[config.mk]
export PLATFORM = sky130hd
export DESIGN_NAME = maestro_hci_mode_switch_ctrl_flat
export DESIGN_NICKNAME = d
export VERILOG_FILES = /design/src/rtl/maestro_hci_package.sv /design/src/rtl/hci_core_intf.sv /design/src/rtl/maestro_hci_outstanding_cnt.sv /design/src/rtl/maestro_hci_mode_switch_ctrl.sv /design/src/flat_wrapper.sv
export SDC_FILE = /design/constraint.sdc
export NUM_CORES = 1
export LEC_CHECK = 0
export BUFFER_PORTS_ARGS = -buffer_cell sky130_fd_sc_hd__buf_4
export CELL_PAD_IN_SITES_DETAIL_PLACEMENT = 0
export CELL_PAD_IN_SITES_GLOBAL_PLACEMENT = 2
export CORE_AREA = 4 4 242 244
export CTS_BUF_LIST = sky130_fd_sc_hd__clkbuf_4
export DETAILED_ROUTE_END_ITERATION = 8
export DIE_AREA = 0 0 246 248
export PLACE_DENSITY_LB_ADDON = 0.1
export SYNTH_ARGS = -nofsm -noshare
export SYNTH_HDL_FRONTEND = slang
export SYNTH_SLANG_ARGS = --single-unit
[constraint.sdc]
create_clock -name clk_i -period 4.8 [get_ports clk_i]
set_input_delay 0.96 -clock clk_i [delete_from_list [all_inputs] [get_ports clk_i]]
set_output_delay 0.96 -clock clk_i [all_outputs]
set_load 0.1 [all_outputs]
[src/rtl/maestro_hci_package.sv]
// Shared types and constants for the maestro HCI mode-switch controller.
//   mode_sw_state_t : FSM state encoding (RUN / DRAIN / SWITCH)
//   SEL_WIDE/NARROW : values driven onto the interconnect wide/narrow select
//   DEFAULT_*       : default bus geometry used by the interface and the top
package maestro_hci_package;

   localparam int unsigned DEFAULT_DW = 128;
   localparam int unsigned DEFAULT_AW = 32;
   localparam int unsigned DEFAULT_BW = 8;
   localparam int unsigned DEFAULT_WW = 32;
   localparam int unsigned DEFAULT_UW = 1;

   localparam logic SEL_WIDE   = 1'b1;
   localparam logic SEL_NARROW = 1'b0;

   typedef enum logic [1:0] {
      MS_RUN,
      MS_DRAIN,
      MS_SWITCH
   } mode_sw_state_t;

endpackage

[src/rtl/hci_core_intf.sv]
// Request/response bundle between the HWPE streamer and the interconnect.
//   master : drives req/add/wen/data/be/user, receives gnt/r_data/r_valid/r_user
//   slave  : the mirror image
interface hci_core_intf #(
   parameter int unsigned DW = maestro_hci_package::DEFAULT_DW,
   parameter int unsigned AW = maestro_hci_package::DEFAULT_AW,
   parameter int unsigned BW = maestro_hci_package::DEFAULT_BW,
   parameter int unsigned UW = maestro_hci_package::DEFAULT_UW
);
   localparam int unsigned BEW = DW / BW;

   logic            req;
   logic            gnt;
   logic [AW-1:0]   add;
   logic            wen;
   logic [DW-1:0]   data;
   logic [BEW-1:0]  be;
   logic [UW-1:0]   user;
   logic [DW-1:0]   r_data;
   logic            r_valid;
   logic [UW-1:0]   r_user;

   modport master (
      output req, add, wen, data, be, user,
      input  gnt, r_data, r_valid, r_user
   );

   modport slave (
      input  req, add, wen, data, be, user,
      output gnt, r_data, r_valid, r_user
   );

endinterface

[src/rtl/maestro_hci_outstanding_cnt.sv]
// Counts granted-but-unanswered transactions.
//   clk_i/rst_i/clear_i : clock, synchronous active-high reset and soft clear
//   inc_i / dec_i       : request granted / response (r_valid) seen
//   cnt_o               : live outstanding count
//   full_o / empty_o    : cnt_o == MAX / cnt_o == 0
//   underflow_o         : response with nothing outstanding
//   dec_ok_o            : this cycle's response decrements cnt_o
// Responses still in flight when reset/clear hits are remembered in stale_q
// and absorbed silently when they eventually arrive.
module maestro_hci_outstanding_cnt #(
   parameter int unsigned MAX = 4,
   localparam int unsigned CW = $clog2(MAX + 1)
) (
   input  logic          clk_i,
   input  logic          rst_i,
   input  logic          clear_i,
   input  logic          inc_i,
   input  logic          dec_i,
   output logic [CW-1:0] cnt_o,
   output logic          full_o,
   output logic          empty_o,
   output logic          underflow_o,
   output logic          dec_ok_o
);

   localparam int unsigned SW   = CW + 1;
   localparam int unsigned SMAX = (2 ** SW) - 1;

   logic [CW-1:0] cnt_q, cnt_d;
   logic [SW-1:0] stale_q, stale_d, stale_rst;
   logic [SW:0]   tot_c;
   logic          stale_hit;

   // Oldest responses belong to pre-reset transactions; consume those first.
   assign stale_hit   = dec_i & (stale_q != '0);
   assign empty_o     = (cnt_q == '0);
   assign full_o      = (cnt_q == CW'(MAX));
   assign dec_ok_o    = dec_i & ~stale_hit & ~empty_o;
   assign underflow_o = dec_i & ~stale_hit & empty_o;
   assign cnt_o       = cnt_q;

   // Next count; simultaneous inc and applied dec cancel.
   always_comb begin
      cnt_d   = cnt_q;
      stale_d = stale_q;
      if (inc_i & ~dec_ok_o) begin
         cnt_d = cnt_q + CW'(1);
      end else if (dec_ok_o & ~inc_i) begin
         cnt_d = cnt_q - CW'(1);
      end
      if (stale_hit) begin
         stale_d = stale_q - SW'(1);
      end
   end

   // Everything still in flight after a reset cycle becomes stale (saturating).
   always_comb begin
      tot_c     = {1'b0, stale_d} + (SW + 1)'(cnt_d);
      stale_rst = (tot_c > (SW + 1)'(SMAX)) ? SW'(SMAX) : tot_c[SW-1:0];
   end

   always_ff @(posedge clk_i) begin
      if (rst_i | clear_i) begin
         cnt_q   <= '0;
         stale_q <= stale_rst;
      end else begin
         cnt_q   <= cnt_d;
         stale_q <= stale_d;
      end
   end

endmodule

[src/rtl/maestro_hci_mode_switch_ctrl.sv]
// Wide/narrow mode switch in front of the maestro HWPE interconnect.
// Stalls new requests, drains outstanding responses, then flips sel_o.
//   clk_i, rst_i, clear_i : clock, synchronous active-high reset / soft clear
//   mode_valid_i, mode_i  : mode-change request and requested sel value
//   mode_ready_o          : request accepted (same mode) or completed (SWITCH)
//   sel_o                 : registered wide(1)/narrow(0) select
//   busy_o                : switch in progress (DRAIN or SWITCH)
//   err_o                 : sticky error (response underflow, illegal narrow be)
//   in                    : hci_core slave port from the streamer
//   out                   : hci_core master port to the interconnect
module maestro_hci_mode_switch_ctrl
   import maestro_hci_package::*;
#(
   parameter int unsigned DWH             = DEFAULT_DW,
   parameter int unsigned DWH_SUB         = DEFAULT_DW,
   parameter int unsigned AWH             = DEFAULT_AW,
   parameter int unsigned BWH             = DEFAULT_BW,
   parameter int unsigned WWH             = DEFAULT_WW,
   parameter int unsigned MAX_OUTSTANDING = 4,
   parameter logic        SEL_RESET       = SEL_WIDE
) (
   input  logic         clk_i,
   input  logic         rst_i,
   input  logic         clear_i,
   input  logic         mode_valid_i,
   input  logic         mode_i,
   output logic         mode_ready_o,
   output logic         sel_o,
   output logic         busy_o,
   output logic         err_o,
   hci_core_intf.slave  in,
   hci_core_intf.master out
);

   localparam int unsigned CW  = $clog2(MAX_OUTSTANDING + 1);
   localparam int unsigned BEW = DWH / BWH;
   localparam int unsigned BEW_SUB = DWH_SUB / BWH;
   localparam logic [DWH-1:0] DATA_MASK = {DWH{1'b1}} >> (DWH - DWH_SUB);
   localparam logic [BEW-1:0] BE_MASK   = {BEW{1'b1}} >> (BEW - BEW_SUB);

   if ((DWH_SUB > DWH) || ((DWH_SUB % WWH) != 0) || ((DWH_SUB % BWH) != 0) ||
       (MAX_OUTSTANDING < 1)) begin : g_cfg_err
      $error("maestro_hci_mode_switch_ctrl: illegal parameter set");
   end

   mode_sw_state_t state_q, state_d;
   logic           sel_q, sel_d;
   logic           mode_q, mode_d;
   logic           err_q, err_d;

   logic           soft_rst_c;
   logic           switch_pending_c;
   logic           pass_c;
   logic           inc_c;
   logic           be_err_c;
   logic [AWH-1:0] add_c;

   logic [CW-1:0]  cnt;
   logic           cnt_full, cnt_empty, cnt_underflow, cnt_dec_ok;

   assign soft_rst_c       = rst_i | clear_i;
   assign switch_pending_c = mode_valid_i & (mode_i != sel_q);
   assign pass_c           = ~soft_rst_c & (state_q == MS_RUN) & ~cnt_full & ~switch_pending_c;

   // Handshake gating: a request is only forwarded when it may also be granted.
   assign out.req = in.req & pass_c;
   assign in.gnt  = out.gnt & pass_c;
   assign inc_c   = in.req & out.gnt & pass_c;

   assign add_c      = in.add;
   assign out.add    = add_c;
   assign out.wen    = in.wen;
   assign out.user   = in.user;
   assign in.r_valid = out.r_valid;
   assign in.r_user  = out.r_user;

   // Lane masking in narrow mode.
   assign out.data  = (sel_q == SEL_WIDE) ? in.data    : (in.data & DATA_MASK);
   assign out.be    = (sel_q == SEL_WIDE) ? in.be      : (in.be & BE_MASK);
   assign in.r_data = (sel_q == SEL_WIDE) ? out.r_data : (out.r_data & DATA_MASK);

   assign be_err_c = (sel_q == SEL_NARROW) & inc_c & ((in.be & ~BE_MASK) != '0);

   maestro_hci_outstanding_cnt #(
      .MAX (MAX_OUTSTANDING)
   ) u_cnt (
      .clk_i       (clk_i),
      .rst_i       (rst_i),
      .clear_i     (clear_i),
      .inc_i       (inc_c),
      .dec_i       (out.r_valid),
      .cnt_o       (cnt),
      .full_o      (cnt_full),
      .empty_o     (cnt_empty),
      .underflow_o (cnt_underflow),
      .dec_ok_o    (cnt_dec_ok)
   );

   // Next-state and mode handshake.
   always_comb begin
      state_d      = state_q;
      sel_d        = sel_q;
      mode_d       = mode_q;
      err_d        = err_q | cnt_underflow | be_err_c;
      mode_ready_o = 1'b0;
      unique case (state_q)
         MS_RUN: begin
            if (switch_pending_c) begin
               mode_d  = mode_i;
               state_d = MS_DRAIN;
            end else if (mode_valid_i) begin
               mode_ready_o = ~soft_rst_c;
            end
         end
         MS_DRAIN: begin
            // A response this cycle taking the count 1 -> 0 also completes the drain.
            if (cnt_empty | ((cnt == CW'(1)) & cnt_dec_ok)) begin
               state_d = MS_SWITCH;
            end
         end
         MS_SWITCH: begin
            sel_d        = mode_q;
            mode_ready_o = ~soft_rst_c;
            state_d      = MS_RUN;
         end
         default: state_d = MS_RUN;
      endcase
   end

   always_ff @(posedge clk_i) begin
      if (soft_rst_c) begin
         state_q <= MS_RUN;
         sel_q   <= SEL_RESET;
         mode_q  <= SEL_RESET;
         err_q   <= 1'b0;
      end else begin
         state_q <= state_d;
         sel_q   <= sel_d;
         mode_q  <= mode_d;
         err_q   <= err_d;
      end
   end

   assign sel_o  = sel_q;
   assign err_o  = err_q;
   assign busy_o = (state_q != MS_RUN);

endmodule

[src/flat_wrapper.sv]
// flat-port wrapper written by rule: the top's interface ports become plain ports
module maestro_hci_mode_switch_ctrl_flat import maestro_hci_package::*;
#(
   parameter int unsigned DWH             = DEFAULT_DW,
   parameter int unsigned DWH_SUB         = DEFAULT_DW,
   parameter int unsigned AWH             = DEFAULT_AW,
   parameter int unsigned BWH             = DEFAULT_BW,
   parameter int unsigned WWH             = DEFAULT_WW,
   parameter int unsigned MAX_OUTSTANDING = 4,
   parameter logic        SEL_RESET       = SEL_WIDE
)
  (clk_i, rst_i, clear_i, mode_valid_i, mode_i, mode_ready_o, sel_o, busy_o, err_o, in_req, in_add, in_wen, in_data, in_be, in_user, in_gnt, in_r_data, in_r_valid, in_r_user, out_req, out_add, out_wen, out_data, out_be, out_user, out_gnt, out_r_data, out_r_valid, out_r_user);
  hci_core_intf #(.DW((128)), .AW((32)), .BW((8)), .UW((1))) in_i ();
  hci_core_intf #(.DW((128)), .AW((32)), .BW((8)), .UW((1))) out_i ();
  input  logic clk_i;
  input  logic rst_i;
  input  logic clear_i;
  input  logic mode_valid_i;
  input  logic mode_i;
  output logic mode_ready_o;
  output logic sel_o;
  output logic busy_o;
  output logic err_o;
  input wire logic [$bits(in_i.req)-1:0] in_req;
  input wire logic [$bits(in_i.add)-1:0] in_add;
  input wire logic [$bits(in_i.wen)-1:0] in_wen;
  input wire logic [$bits(in_i.data)-1:0] in_data;
  input wire logic [$bits(in_i.be)-1:0] in_be;
  input wire logic [$bits(in_i.user)-1:0] in_user;
  output wire logic [$bits(in_i.gnt)-1:0] in_gnt;
  output wire logic [$bits(in_i.r_data)-1:0] in_r_data;
  output wire logic [$bits(in_i.r_valid)-1:0] in_r_valid;
  output wire logic [$bits(in_i.r_user)-1:0] in_r_user;
  output wire logic [$bits(out_i.req)-1:0] out_req;
  output wire logic [$bits(out_i.add)-1:0] out_add;
  output wire logic [$bits(out_i.wen)-1:0] out_wen;
  output wire logic [$bits(out_i.data)-1:0] out_data;
  output wire logic [$bits(out_i.be)-1:0] out_be;
  output wire logic [$bits(out_i.user)-1:0] out_user;
  input wire logic [$bits(out_i.gnt)-1:0] out_gnt;
  input wire logic [$bits(out_i.r_data)-1:0] out_r_data;
  input wire logic [$bits(out_i.r_valid)-1:0] out_r_valid;
  input wire logic [$bits(out_i.r_user)-1:0] out_r_user;
  assign in_i.req = in_req;
  assign in_i.add = in_add;
  assign in_i.wen = in_wen;
  assign in_i.data = in_data;
  assign in_i.be = in_be;
  assign in_i.user = in_user;
  assign in_gnt = in_i.gnt;
  assign in_r_data = in_i.r_data;
  assign in_r_valid = in_i.r_valid;
  assign in_r_user = in_i.r_user;
  assign out_req = out_i.req;
  assign out_add = out_i.add;
  assign out_wen = out_i.wen;
  assign out_data = out_i.data;
  assign out_be = out_i.be;
  assign out_user = out_i.user;
  assign out_i.gnt = out_gnt;
  assign out_i.r_data = out_r_data;
  assign out_i.r_valid = out_r_valid;
  assign out_i.r_user = out_r_user;
  maestro_hci_mode_switch_ctrl #(.DWH(DWH), .DWH_SUB(DWH_SUB), .AWH(AWH), .BWH(BWH), .WWH(WWH), .MAX_OUTSTANDING(MAX_OUTSTANDING), .SEL_RESET(SEL_RESET)) u_core (.clk_i(clk_i), .rst_i(rst_i), .clear_i(clear_i), .mode_valid_i(mode_valid_i), .mode_i(mode_i), .mode_ready_o(mode_ready_o), .sel_o(sel_o), .busy_o(busy_o), .err_o(err_o), .in(in_i), .out(out_i));
endmodule
### Yosys cells after proc, flatten, opt, wreduce, memory -nomap -nowiden

Cells that the tools add are included.

* add/subtract/negate cells: 4
* order comparisons: 1
* equality and inequality tests: 7
* muxes and demuxes: 11
* bitwise operators: 25
* reduce and logical (&&, ||, !) cells: 6

Operators with widths (number)
* 1-bit AND: 15
* 4-bit two-way mux: 3
* 1-bit NOT: 7
* 3-bit two-way mux: 2
* 4-bit by 3-bit adder with 5-bit output: 1
* 5-bit by 4-bit > comparator with 1-bit output (second input constant): 1
* 2-bit two-way mux: 2
* 2-bit by 1-bit inequality test with 1-bit output (second input constant): 2
* 2-bit case mux with 2 select lines: 1
* 2-bit AND reduction: 2
* 4-bit nonzero test: 1
* 4-bit by 1-bit subtractor with 4-bit output (second input constant): 1
* 3-bit by 1-bit adder with 3-bit output (second input constant): 1
* 3-bit by 1-bit equality test with 1-bit output (second input constant): 1
* 3-bit equality test (second input constant): 1
* 3-bit zero test: 1
* 1-bit bitwise OR: 3
* 3-bit by 1-bit subtractor with 3-bit output (second input constant): 1
* 2-bit by 1-bit equality test with 1-bit output (second input constant): 1
* 2-bit equality test (second input constant): 1
* 2-bit zero test: 1
* 1-bit two-way mux: 2
* 1-bit case mux with 2 select lines: 1
* 2-bit nonzero test: 1
* 1-bit inequality test: 1

* register bits: 12
* input bits: 315
* output and inout bits: 314
* logic and storage cells: 60

### Logic depth before layout (Yosys ltp)

Gate-level depths: netlist of run 1.

* word-level depth: 14
* mapped depth: 13

### Hierarchy

A second synthesis of run 1 with hierarchy kept.

* cell total of the unflattened synthesis: 413
* area total of the unflattened synthesis: 3235.6 µm²

Modules (own cells, without submodules)
* maestro_hci_mode_switch_ctrl: instances 1, cells each 342, area each 2617.5 µm², sequential area each 100.1 µm²
* maestro_hci_outstanding_cnt: instances 1, cells each 71, area each 618.1 µm², sequential area each 140.1 µm²

### Worst setup path after synthesis of run 1

OpenSTA, ideal clock, no wires.

* path kind: register to output
* start point: register u_core.sel_q (netlist: u_core.sel_o)
* end point: output port in_gnt
* arrival time: 6.067 ns
* path slack: -2.227 ns
* stages on the path, launching flop included: 3
* buffers on the path: 0
* cell sequence: dfxtp_1 -> xor2_1 -> a2111oi_0

* word-level cells in the longest chain between the ends: 5

RTL lines
* start, declared: line maestro_hci_mode_switch_ctrl.sv:47 `logic sel_q, sel_d;`
* start signal, assigned: line maestro_hci_mode_switch_ctrl.sv:138 `sel_q <= sel_d;`
* 1-bit inequality test: line maestro_hci_mode_switch_ctrl.sv:62 `assign switch_pending_c = mode_valid_i & (mode_i != sel_q);`
* 1-bit AND: line maestro_hci_mode_switch_ctrl.sv:62
* 1-bit NOT: line maestro_hci_mode_switch_ctrl.sv:63 `assign pass_c = ~soft_rst_c & (state_q == MS_RUN) & ~cnt_full & ~switch_pending_c;`
* 1-bit AND: line maestro_hci_mode_switch_ctrl.sv:63
* 1-bit AND: line maestro_hci_mode_switch_ctrl.sv:67 `assign in.gnt = out.gnt & pass_c;`
* end, declared: line flat_wrapper.sv:30 `output wire logic [$bits(in_i.gnt)-1:0] in_gnt;`

Every way passes these cells.

### Final worst setup path of run 1

* start point: register u_core.u_cnt.cnt_q[1] (netlist: u_core.u_cnt.cnt_o[1])
* end point: register u_core.u_cnt.stale_q[3]

* word-level cells in the longest chain between the ends: 13

RTL lines
* start, declared: line maestro_hci_outstanding_cnt.sv:29 `logic [CW-1:0] cnt_q, cnt_d;`
* start signal, assigned: line maestro_hci_outstanding_cnt.sv:67 `cnt_q <= cnt_d;`
* 3-bit equality test: line maestro_hci_outstanding_cnt.sv:37 `assign full_o = (cnt_q == CW'(MAX));`
* 1-bit NOT: line maestro_hci_mode_switch_ctrl.sv:63
* 1-bit AND (2 in a row): line maestro_hci_mode_switch_ctrl.sv:63
* 1-bit AND: line maestro_hci_mode_switch_ctrl.sv:68 `assign inc_c = in.req & out.gnt & pass_c;`
* 1-bit NOT: line maestro_hci_outstanding_cnt.sv:48 `end else if (dec_ok_o & ~inc_i) begin`
* 1-bit AND: line maestro_hci_outstanding_cnt.sv:48
* 3-bit two-way mux: line maestro_hci_outstanding_cnt.sv:48
* 3-bit two-way mux (*): line maestro_hci_outstanding_cnt.sv:46 `if (inc_i & ~dec_ok_o) begin`
* named net u_core.u_cnt.cnt_d[1]: line maestro_hci_outstanding_cnt.sv:29
* 4-bit by 3-bit adder with 5-bit output (*): line maestro_hci_outstanding_cnt.sv:58 `tot_c = {1'b0, stale_d} + (SW + 1)'(cnt_d);`
* 5-bit by 4-bit > comparator with 1-bit output: line maestro_hci_outstanding_cnt.sv:59 `stale_rst = (tot_c > (SW + 1)'(SMAX)) ? SW'(SMAX) : tot_c[SW-1:0];`
* 4-bit two-way mux (*): line maestro_hci_outstanding_cnt.sv:59
* 4-bit two-way mux (*): line maestro_hci_outstanding_cnt.sv:63 `if (rst_i | clear_i) begin`
* end signal, assigned: line maestro_hci_outstanding_cnt.sv:65 `stale_q <= stale_rst;`
* end signal, assigned: line maestro_hci_outstanding_cnt.sv:68 `stale_q <= stale_d;`
* end, declared: line maestro_hci_outstanding_cnt.sv:30 `logic [SW-1:0] stale_q, stale_d, stale_rst;`

The timed path passes the listed nets; every way through them passes the cells marked *.
A chain may end at the register's enable or synchronous reset.

==> results of run 1 <==
[worst paths after layout]
check / from / slack (ns) / to
min reg2reg: u_core.err_o$_SDFF_PP0_ / 0.50 / u_core.err_o$_SDFF_PP0_
min: u_core.err_o$_SDFF_PP0_ / 0.50 / u_core.err_o$_SDFF_PP0_
max: u_core.u_cnt.cnt_o[1]$_SDFF_PP0_ / 1.44 / u_core.u_cnt.stale_q[3]$_DFF_P_
max reg2reg: u_core.u_cnt.cnt_o[1]$_SDFF_PP0_ / 1.44 / u_core.u_cnt.stale_q[3]$_DFF_P_
[cells in the mapped netlist, types with 2 or more instances]
cell type	instances	area, um^2
dfxtp_1	12	240
nor2_1	9	33.8
a21o_1	2	15.0
nand3_1	4	20.0
nand2_1	12	45.0
ha_1	9	113
nand2b_1	3	18.8
xnor2_1	4	35.0
a21oi_1	5	25.0
xor2_1	3	26.3
buf_4	308	2310
inv_1	10	37.5
o21ai_0	3	15.0
a31oi_1	3	18.8
mux2i_1	3	30.0
[cell usage in the layout, fill, tap and decap left out, drive strengths merged, types with 2 or more instances in the layout]
master	Yosys	final
nand2	13	13
clkbuf	1	3
a31oi	3	3
xnor2	4	4
dfxtp	12	12
nand2b	3	3
mux2i	4	4
nor2	10	10
a21oi	5	5
xor2	3	3
inv	10	10
a2111oi	2	2
o21ai	3	3
buf	308	14
nand3	4	4
ha	9	9
a21o	2	2
[registers in the layout, summed over array words and instances (netlist names)]
name	flops
u_core.mode_q	1
u_core.err_o	1
u_core.u_cnt.stale_q	4
u_core.u_cnt.cnt_o	3
u_core.state_q	2
u_core.sel_o	1
[final cells by class]
cell class | count | area [um^2]
clock inverter | 1 | 3.75
antenna | 1 | 2.50
inverter | 10 | 37.5
multi-input combinational | 83 | 623
clock buffer | 3 | 22.5
timing repair buffer | 14 | 105
fill | 6723 | 54300
tap | 756 | 946
sequential | 12 | 240
[cells by family after synthesis]
family	Yosys count	synth area share, %
XOR/XNOR	7	1.91
AND/OR/NAND/NOR	40	6.55
AO/OA/AOI/OAI	21	4.91
buffers and inverters	319	73.3
adder cells (fa/ha/maj)	10	4.13
flip-flops	12	7.48
multiplexers	5	1.71
[worst register-to-register path: cells and delay by family, from the launching register on]
kind / cells / cell delay, ns
buf+inv: 1 / 0.11
mux: 1 / 0.07
compound gates: 5 / 1.32
flops: 1 / 0.41
fa+ha+maj: 2 / 0.78
simple gates: 3 / 0.54
[per-layer routing]
metal | vias up | GRT usage, % | routed length, um
li1 | 399 | - | -
met1 | 470 | 2.16 | 2510
met2 | 244 | 4.08 | 4330
met3 | 82 | 3.85 | 2510
met4 | 0 | 1.55 | 453
met5 | - | 0 | 0
[power by group through the flow]
| stage | clock network [mW] | logic, mW | registers [mW] |
|---|---|---|---|
| 5_1_grt | 0.0896 | 0.234 | 0.142 |
| 2_1_floorplan | 0 | 1.35 | 0.138 |
| 3_5_place_dp | 0 | 0.210 | 0.142 |
| 3_3_place_gp | 0 | 0.225 | 0.145 |
| 4_1_cts | 0.0886 | 0.213 | 0.139 |
| 6_report | 0.0742 | 0.206 | 0.138 |
[metrics by stage]
stage                     instance area, um^2  power [mW]
after global placement                   1950       0.370
after floorplan                          3220        1.49
after global routing                     1980       0.465
final                                    1980       0.418
after CTS                                1980       0.441
after detailed placement                 1950       0.352
==> metrics.txt, run 1 <==
fin util=3.52%; Post CTS Setup Buffer Count=0; CP Cell Sequence=inv_1 > ha_1 > a211o_1 > a2111oi_4 > nand3_1 > a211oi_1 > a31oi_1 > fa_1 > and4b_1 > mux2i_1 > nor2_1 > a21oi_1; hold-fix buffers at CTS=0; switch share=45.2%; Reg2Reg Depth=12; min cycle time layout=3.36 ns; asr flop ratio synth=0%; first drt pass iteration count=4; Total Die Area=61000 um^2; final worst slack=1.44 ns; Hold Vio Cnt, Final=0; Clock power frac=17.8%; Seq/Total Area, Yosys=7.48%; HP Class=flop to flop; largest net degree at the start of global routing=13; DIE WIDTH=246 um; Die H=248 um; skew final=0.0213 ns; number of global-route vias before repair=1291; clk slew on worst S/H paths=0.11 ns; Buffers & Inverters on Critical Path=1; Worst-Margin Slew=0.695 ns; Placed Cells=875; kind of critical path=flop to flop; number of top-level pins=629; Fmax=298 MHz; CTS HTree Levels=1; Post-synth EDFFs=0; Worst path slowest cell=fa_1; post-cts resize count=0; Post-DP HPWL=8630 um; synth-to-layout area growth=-38.3%; Switching Power=0.189 mW; Synth cell types=39; Worst VDD drop=0.0000538 V; register bit total from synthesis=12; final WL=9800 um; combinational power share=49.3%; Vias/cell=1.36; All-Layer GR Usage=2.90%; Worst slew margin=53.5%; unrepaired setup endpoints after global routing=no; hold path cells=2; CP required=4.97 ns; first-pass GRT wire length=12100 um; sequential share of power=33.0%; clock buffer depth=2; CTS tree=yes; # clock sinks=12; final non-filler cell total=880; Gate Count Post-Synth=414; CP delay by family, top=compound AO/OA/AOI/OAI gates; Synth Net Count=739; Slew Limit Fails=0; port buffer count=14; total gr overflow=0; Pwr Density=211 nW/um^2; CTS buffer count=3; Final period util=70.0%; status=complete, no violations; crit end category=flop; startpoint types=flop; Place WS=1.11 ns; CP peak stage delay=0.51 ns; ratio of cells with drive above 1 in the final layout=19.5%; CP max FO=4; setup TNS=0 ns; Initial Util=5.70%; DRT iter0 DRCs=46; max cap viols=0; Placement Rows=87; CP arrival=3.53 ns; CP Depth=12; clk_lat worst skew=0.30 ns; Root Buffer=clkbuf_4; via count=1195; Remaining DRCs=0; Post-synth top flop=dfxtp_1; Post-Syn Area=3210 um^2; per-cell routed wire length=11.1 um; Antenna Nets Post-Route=0; Synth Warn #=0; Final setup viols=0; Internal Power=0.229 mW; initial antenna violation count=1; Syn Area/Cell=7.76 um^2; Static Leak=0.489 nW; Final #Nets=449; Min Hold Slack=0.498 ns; core footprint=56300 um^2; GPL Wtd Cong=0.568
(Power assumes the default switching activity.)
==> inputs of run 2 (changes only) <==
--- a/config.mk
+++ b/config.mk
@@ -5,6 +5,7 @@
 export SDC_FILE = /design/constraint.sdc
 export NUM_CORES = 1
 export LEC_CHECK = 0
+export ABC_AREA = 1
 export BUFFER_PORTS_ARGS = -buffer_cell sky130_fd_sc_hd__buf_4
 export CELL_PAD_IN_SITES_DETAIL_PLACEMENT = 0
 export CELL_PAD_IN_SITES_GLOBAL_PLACEMENT = 2
==> constraint.sdc (replaced) <==
create_clock -name clk_i -period 3.25 [get_ports clk_i]
set_input_delay 0.65 -clock clk_i [delete_from_list [all_inputs] [get_ports clk_i]]
set_output_delay 0.65 -clock clk_i [all_outputs]
set_load 0.1 [all_outputs]
==> metrics.txt, run 2 <==
top cells by area, synth=buf_4, dfxtp_1, nand2_1; clk slew on worst S/H paths=0.11 ns; Pwr Density=309 nW/um^2; setup TNS=0 ns; HP Class=flop to flop; most common cell after layout, fill and taps aside=nand2_1; Final period util=88.5%; status=complete, no violations; CP peak stage delay=0.43 ns; Antenna Nets Post-Route=0; max cap viols=0; Syn Area/Cell=7.30 um^2; CTS tree=yes; skew final=0.00596 ns; # clock sinks=12; Gate Count Post-Synth=449; first drt pass iteration count=4; register bit total from synthesis=12; ratio of cells with drive above 1 in the final layout=21.3%; Total Die Area=61000 um^2; Fmax=348 MHz; first-pass GRT wire length=11900 um; Min Hold Slack=0.504 ns; Worst VDD drop=0.0000914 V; Vias/cell=1.48; clk_lat worst skew=0.30 ns; post-cts resize count=0; Post-synth top flop=dfxtp_1; register area=240 um^2; Remaining DRCs=0; Die H=248 um; DRT iter0 DRCs=38; most used cells in the layout excluding fill and tap cells=nand2_1, inv_1, buf_4; Synth Net Count=774; clock buffer depth=2; Worst path slowest cell=dfxtp_1; Worst-Margin Slew=0.578 ns; Worst slew margin=61.1%; CTS buffer count=3; Post-DP HPWL=8010 um; Placement Rows=87; core footprint=56300 um^2; startpoint types=flop; CP delay by family, top=simple AND/OR/NAND/NOR gates; Post-Syn Area=3280 um^2; Static Leak=0.636 nW; max FFs per register=4; cell mode on critical path=nand2_1; Hold Vio Cnt, Final=0; Initial Util=5.82%; CP max FO=6; Slew Limit Fails=0; top-area cell type share of the netlist area=70.8%; cell accounting for the most synthesized area=buf_4; hold-fix buffers at CTS=0; Post CTS Setup Buffer Count=0; CP Cell Sequence=inv_1 > ha_1 > nand2_1 > nand3_1 > nor2_2 > nand3_2 > nand3_1 > nand2_1 > ha_1 > fa_1 > nand2_1 > nand2_1 > nor3_1 > o21ai_0; Biggest register=u_core.u_cnt.stale_q; Final #Nets=486; Synth cell types=30; GPL Wtd Cong=0.570; crit end category=flop; port buffer count=14; multi-input combinational cell area=621 um^2; CTS HTree Levels=1; commonest cells in the netlist=buf_4, nand2_1, inv_1, nor2_1, dfxtp_1; Root Buffer=clkbuf_4; largest net degree at the start of global routing=11; CP arrival=3.07 ns; DIE WIDTH=246 um; number of global-route vias before repair=1465; per-cell routed wire length=9.96 um; min cycle time layout=2.88 ns; # fillers=6729; via count=1360; asr flop ratio synth=0%; Synth Warn #=0; count leader, synth=buf_4; unrepaired setup endpoints after global routing=no; Final setup viols=0; Buffers & Inverters on Critical Path=1; CP required=3.45 ns; final WL=9130 um; initial antenna violation count=1; synth-to-layout area growth=-37.4%; Seq/Total Area, Yosys=7.33%; All-Layer GR Usage=2.83%; total gr overflow=0; kind of critical path=flop to flop; Post-synth EDFFs=0; number of top-level pins=629
-- run 2: cell types whose count changed in the layout (fill, tap and decap cells not counted), moves of 2 or more --
cell,change
a31oi_1,-2
nand2b_1,-3
a21oi_1,-2
inv_2,+3
nand3_1,+6
buf_4,+2
nand2_1,+25
inv_1,+13
xnor2_1,-3
nand3_2,+2
nor2_2,+2
nor2_1,+4
-- run 2: layer usage --
layer	routed length, um	vias to the layer above	part of all wire (%)	GRT usage, %
met3	2370	84	26	3.69
met5	51	-	0.56	0.954
met2	3390	243	37	3.15
met1	2770	546	30	2.48
met4	551	2	6.0	2.10
li1	-	485	-	-
-- run 2: layout make-up --
| type | instances | area share, % |
|---|---|---|
| clock buffers | 3 | 1.10 |
| multi-input cells | 102 | 30.2 |
| clock inverters | 1 | 0.183 |
| repair buffers | 16 | 5.85 |
| flip-flops and latches | 12 | 11.7 |
| well taps | 756 | 46.1 |
| inverters | 26 | 4.75 |
| diodes | 1 | 0.122 |
-- run 2: where the power goes --
group	internal, mW	switching [mW]
clock	0.0448	0.0729
sequential	0.177	0.0248
combinational	0.109	0.207
total	0.331	0.305
-- run 2: path summary, 6_finish.rpt --
check,from,to,slack (ns),cells after the start
hold / removal,u_core.err_o$_SDFF_PP0_,u_core.err_o$_SDFF_PP0_,0.50,2
hold reg to reg,u_core.err_o$_SDFF_PP0_,u_core.err_o$_SDFF_PP0_,0.50,2
setup / recovery,u_core.u_cnt.cnt_o[0]$_SDFF_PP0_,u_core.u_cnt.stale_q[3]$_DFF_P_,0.37,14
setup reg to reg,u_core.u_cnt.cnt_o[0]$_SDFF_PP0_,u_core.u_cnt.stale_q[3]$_DFF_P_,0.37,14
-- run 2: kinds of logic after synthesis --
logic type / after synthesis / share of synthesized area, %
and+or+nand+nor: 74 / 10.9
xor gates and xnor gates: 4 / 1.07
buffers and inverters: 335 / 73.7
AOI/OAI and AO/OA: 12 / 2.29
muxes: 2 / 0.611
adders and majority gates: 10 / 4.05
DFF: 12 / 7.33
-- run 2: worst reg2reg max path, cell delays in order, from the launching register on --
cell and delay (ns):
dfxtp_1 0.43, inv_1 0.13, ha_1 0.24, nand2_1 0.11
nand3_1 0.12, nor2_2 0.26, nand3_2 0.18, nand3_1 0.15
nand2_1 0.08, ha_1 0.23, fa_1 0.40, nand2_1 0.10
nand2_1 0.07, nor3_1 0.17, o21ai_0 0.11
-- run 2: through the flow --
stage | instances | utilization [%] | cell area, um^2 | power [mW] | worst slack (ns)
2_1_floorplan | 449 | - | 3280 | 2.21 | -0.100
3_3_place_gp | 912 | 3.60 | 2020 | 0.551 | 0.186
3_5_place_dp | 912 | 3.60 | 2020 | 0.528 | 0.221
4_1_cts | 916 | 3.64 | 2050 | 0.664 | 0.265
5_1_grt | 917 | 3.65 | 2050 | 0.718 | 0.0389
6_report | 917 | 3.65 | 2050 | 0.635 | 0.373
==> inputs of run 3 (changes only) <==
--- a/config.mk
+++ b/config.mk
@@ -9,11 +9,12 @@
 export BUFFER_PORTS_ARGS = -buffer_cell sky130_fd_sc_hd__buf_4
 export CELL_PAD_IN_SITES_DETAIL_PLACEMENT = 0
 export CELL_PAD_IN_SITES_GLOBAL_PLACEMENT = 2
-export CORE_AREA = 4 4 242 244
+export CORE_AREA = 4 4 240 242
 export CTS_BUF_LIST = sky130_fd_sc_hd__clkbuf_4
 export DETAILED_ROUTE_END_ITERATION = 8
-export DIE_AREA = 0 0 246 248
+export DIE_AREA = 0 0 244 246
 export PLACE_DENSITY_LB_ADDON = 0.1
 export SYNTH_ARGS = -nofsm -noshare
 export SYNTH_HDL_FRONTEND = slang
+export SYNTH_HIERARCHICAL = 1
 export SYNTH_SLANG_ARGS = --single-unit
==> metrics.txt, run 3 <==
top-area cell type share of the netlist area=71.3%; final worst slack=0.366 ns; GR Util met2=4.62%; unrepaired setup endpoints after global routing=no; via count=1308; max FFs per register=4; Reg2Reg Depth=20; final WL=9420 um; number of top-level pins=629; Post CTS Setup Buffer Count=0; register bit total from synthesis=12; Synth cell types=24; CP arrival=3.11 ns; Seq/Total Area, Yosys=7.41%; GRT met1 Usage=1.85%; per-cell routed wire length=10.3 um; top cells by area, synth=buf_4, dfxtp_1, nand2_1; HP Class=flop to flop; Die H=246 um; # clock sinks=12; cell accounting for the most synthesized area=buf_4; Final setup viols=0; skew final=0.0186 ns; Gate Count Post-Synth=450; ratio of cells with drive above 1 in the final layout=23.8%; post-cts resize count=0; DRT iter0 DRCs=38; Min Hold Slack=0.475 ns; Static Leak=0.632 nW; CTS tree=yes; Internal Power=0.318 mW; Fmax=347 MHz; port buffer count=14; Post-synth top flop=dfxtp_1; GPL Wtd Cong=0.586; All-Layer GR Usage=2.89%; total gr overflow=0; Root Buffer=clkbuf_4; DIE WIDTH=244 um; GR peak layer=met2; sequential share of power=33.1%; asr flop ratio synth=0%; kind of critical path=flop to flop; Place WS=0.0791 ns; Final period util=88.7%; Syn Area/Cell=7.21 um^2; most common cell after layout, fill and taps aside=nand2_1; synth-to-layout area growth=-37.3%; Synth Warn #=6; largest net degree at the start of global routing=10; Post-synth EDFFs=0; startpoint types=flop; Switching Power=0.279 mW; combinational power share=47.4%; Post-DP HPWL=8300 um; Synth Net Count=773; first-pass GRT wire length=12200 um; Final #Nets=488; setup TNS=0 ns; Post-Syn Area=3240 um^2; most used cells in the layout excluding fill and tap cells=nand2_1, inv_1, buf_4; Remaining DRCs=0; Antenna Nets Post-Route=0; Placement Rows=86; Initial Util=5.89%; hold-fix buffers at CTS=0; Worst slew margin=74.4%; clk_lat worst skew=0.31 ns; Vias/cell=1.43; number of global-route vias before repair=1510; commonest cells in the netlist=buf_4, nand2_1, inv_1, nor2_1, nand3_1; count leader, synth=buf_4; crit end category=flop; Pwr Density=294 nW/um^2; status=complete, no violations; Slew Limit Fails=0; Hold Vio Cnt, Final=0; Clock power frac=19.5%; Worst-Margin Slew=0.382 ns; CTS HTree Levels=1; CP max FO=5; CTS buffer count=3; hold path cells=2; clk slew on worst S/H paths=0.11 ns; Total Die Area=60000 um^2; core footprint=55100 um^2; switch share=46.7%; GR Util met3=3.38%; first drt pass iteration count=4; min cycle time layout=2.88 ns; Worst VDD drop=0.0000660 V; max cap viols=0; clock buffer depth=2; initial antenna violation count=1; CP required=3.48 ns; Biggest register=u_core/u_cnt/stale_q
## run 3: layout make-up
cell class | instances | area (um^2)
fill | 6651 | 53100
tap | 748 | 936
multi-input combinational | 102 | 589
sequential | 12 | 240
timing repair buffer | 18 | 135
inverter | 28 | 105
clock buffer | 3 | 22.5
clock inverter | 1 | 3.75
antenna | 1 | 2.50
## run 3: cell families (layout without fill, tap and decap cells)
family	after synthesis	after routing	synth area share, %
buffers and inverters	336	50	74.5
DFF	12	12	7.41
and+or+nand+nor	77	77	11.2
xor gates and xnor gates	4	4	1.08
AOI/OAI and AO/OA	11	11	1.81
adders and majority gates	8	8	3.32
muxes	2	2	0.617
other	0	1	0
## run 3: worst max-delay path, cell delays in order (launching register included)
cell and delay (ns):
dfxtp_1 0.35, inv_1 0.09, ha_1 0.24, nand2_1 0.09, inv_1 0.05, nor2_2 0.12
nand3_2 0.09, nor2_1 0.18, inv_1 0.11, nand4_2 0.15, nand3_1 0.09, nand2_1 0.11
inv_1 0.05, ha_1 0.22, fa_1 0.38, nand2_1 0.09, nand2_1 0.09, nor2_1 0.11
nand3_1 0.08, nand2_1 0.07, inv_1 0.03
## run 3: metal layers
metal	vias up	share of wire (%)	routed length, um
met5	-	0	0
met4	0	4.9	461
met3	78	23	2200
met2	232	48	4530
met1	515	24	2220
li1	483	-	-
## run 3: path summary, 6_finish.rpt
path / from / to / slack [ns]
min: u_core/mode_q$_SDFFE_PP1P_ / u_core/mode_q$_SDFFE_PP1P_ / 0.48
max reg2reg: u_core/u_cnt/cnt_o[0]$_SDFF_PN0_ / u_core/u_cnt/stale_q[3]$_DFF_P_ / 0.37
min reg2reg: u_core/mode_q$_SDFFE_PP1P_ / u_core/mode_q$_SDFFE_PP1P_ / 0.48
max: u_core/u_cnt/cnt_o[0]$_SDFF_PN0_ / u_core/u_cnt/stale_q[3]$_DFF_P_ / 0.37
## run 3: power by group through the flow
stage	clock, mW	sequential, mW	combinational, mW
after floorplan	0	0.198	1.98
after global placement	0	0.206	0.313
after detailed placement	0	0.203	0.298
after CTS	0.135	0.199	0.299
after global routing	0.140	0.202	0.329
final	0.117	0.198	0.283
## run 3: metrics by stage
stage	total power, mW	area [um^2]	util [%]	instances
finish	0.598	2030	3.69	913
global route	0.671	2030	3.69	913
CTS	0.633	2030	3.69	912
detailed placement	0.500	2010	3.64	908
global placement	0.518	2010	3.64	908
floorplan	2.18	3250	-	450
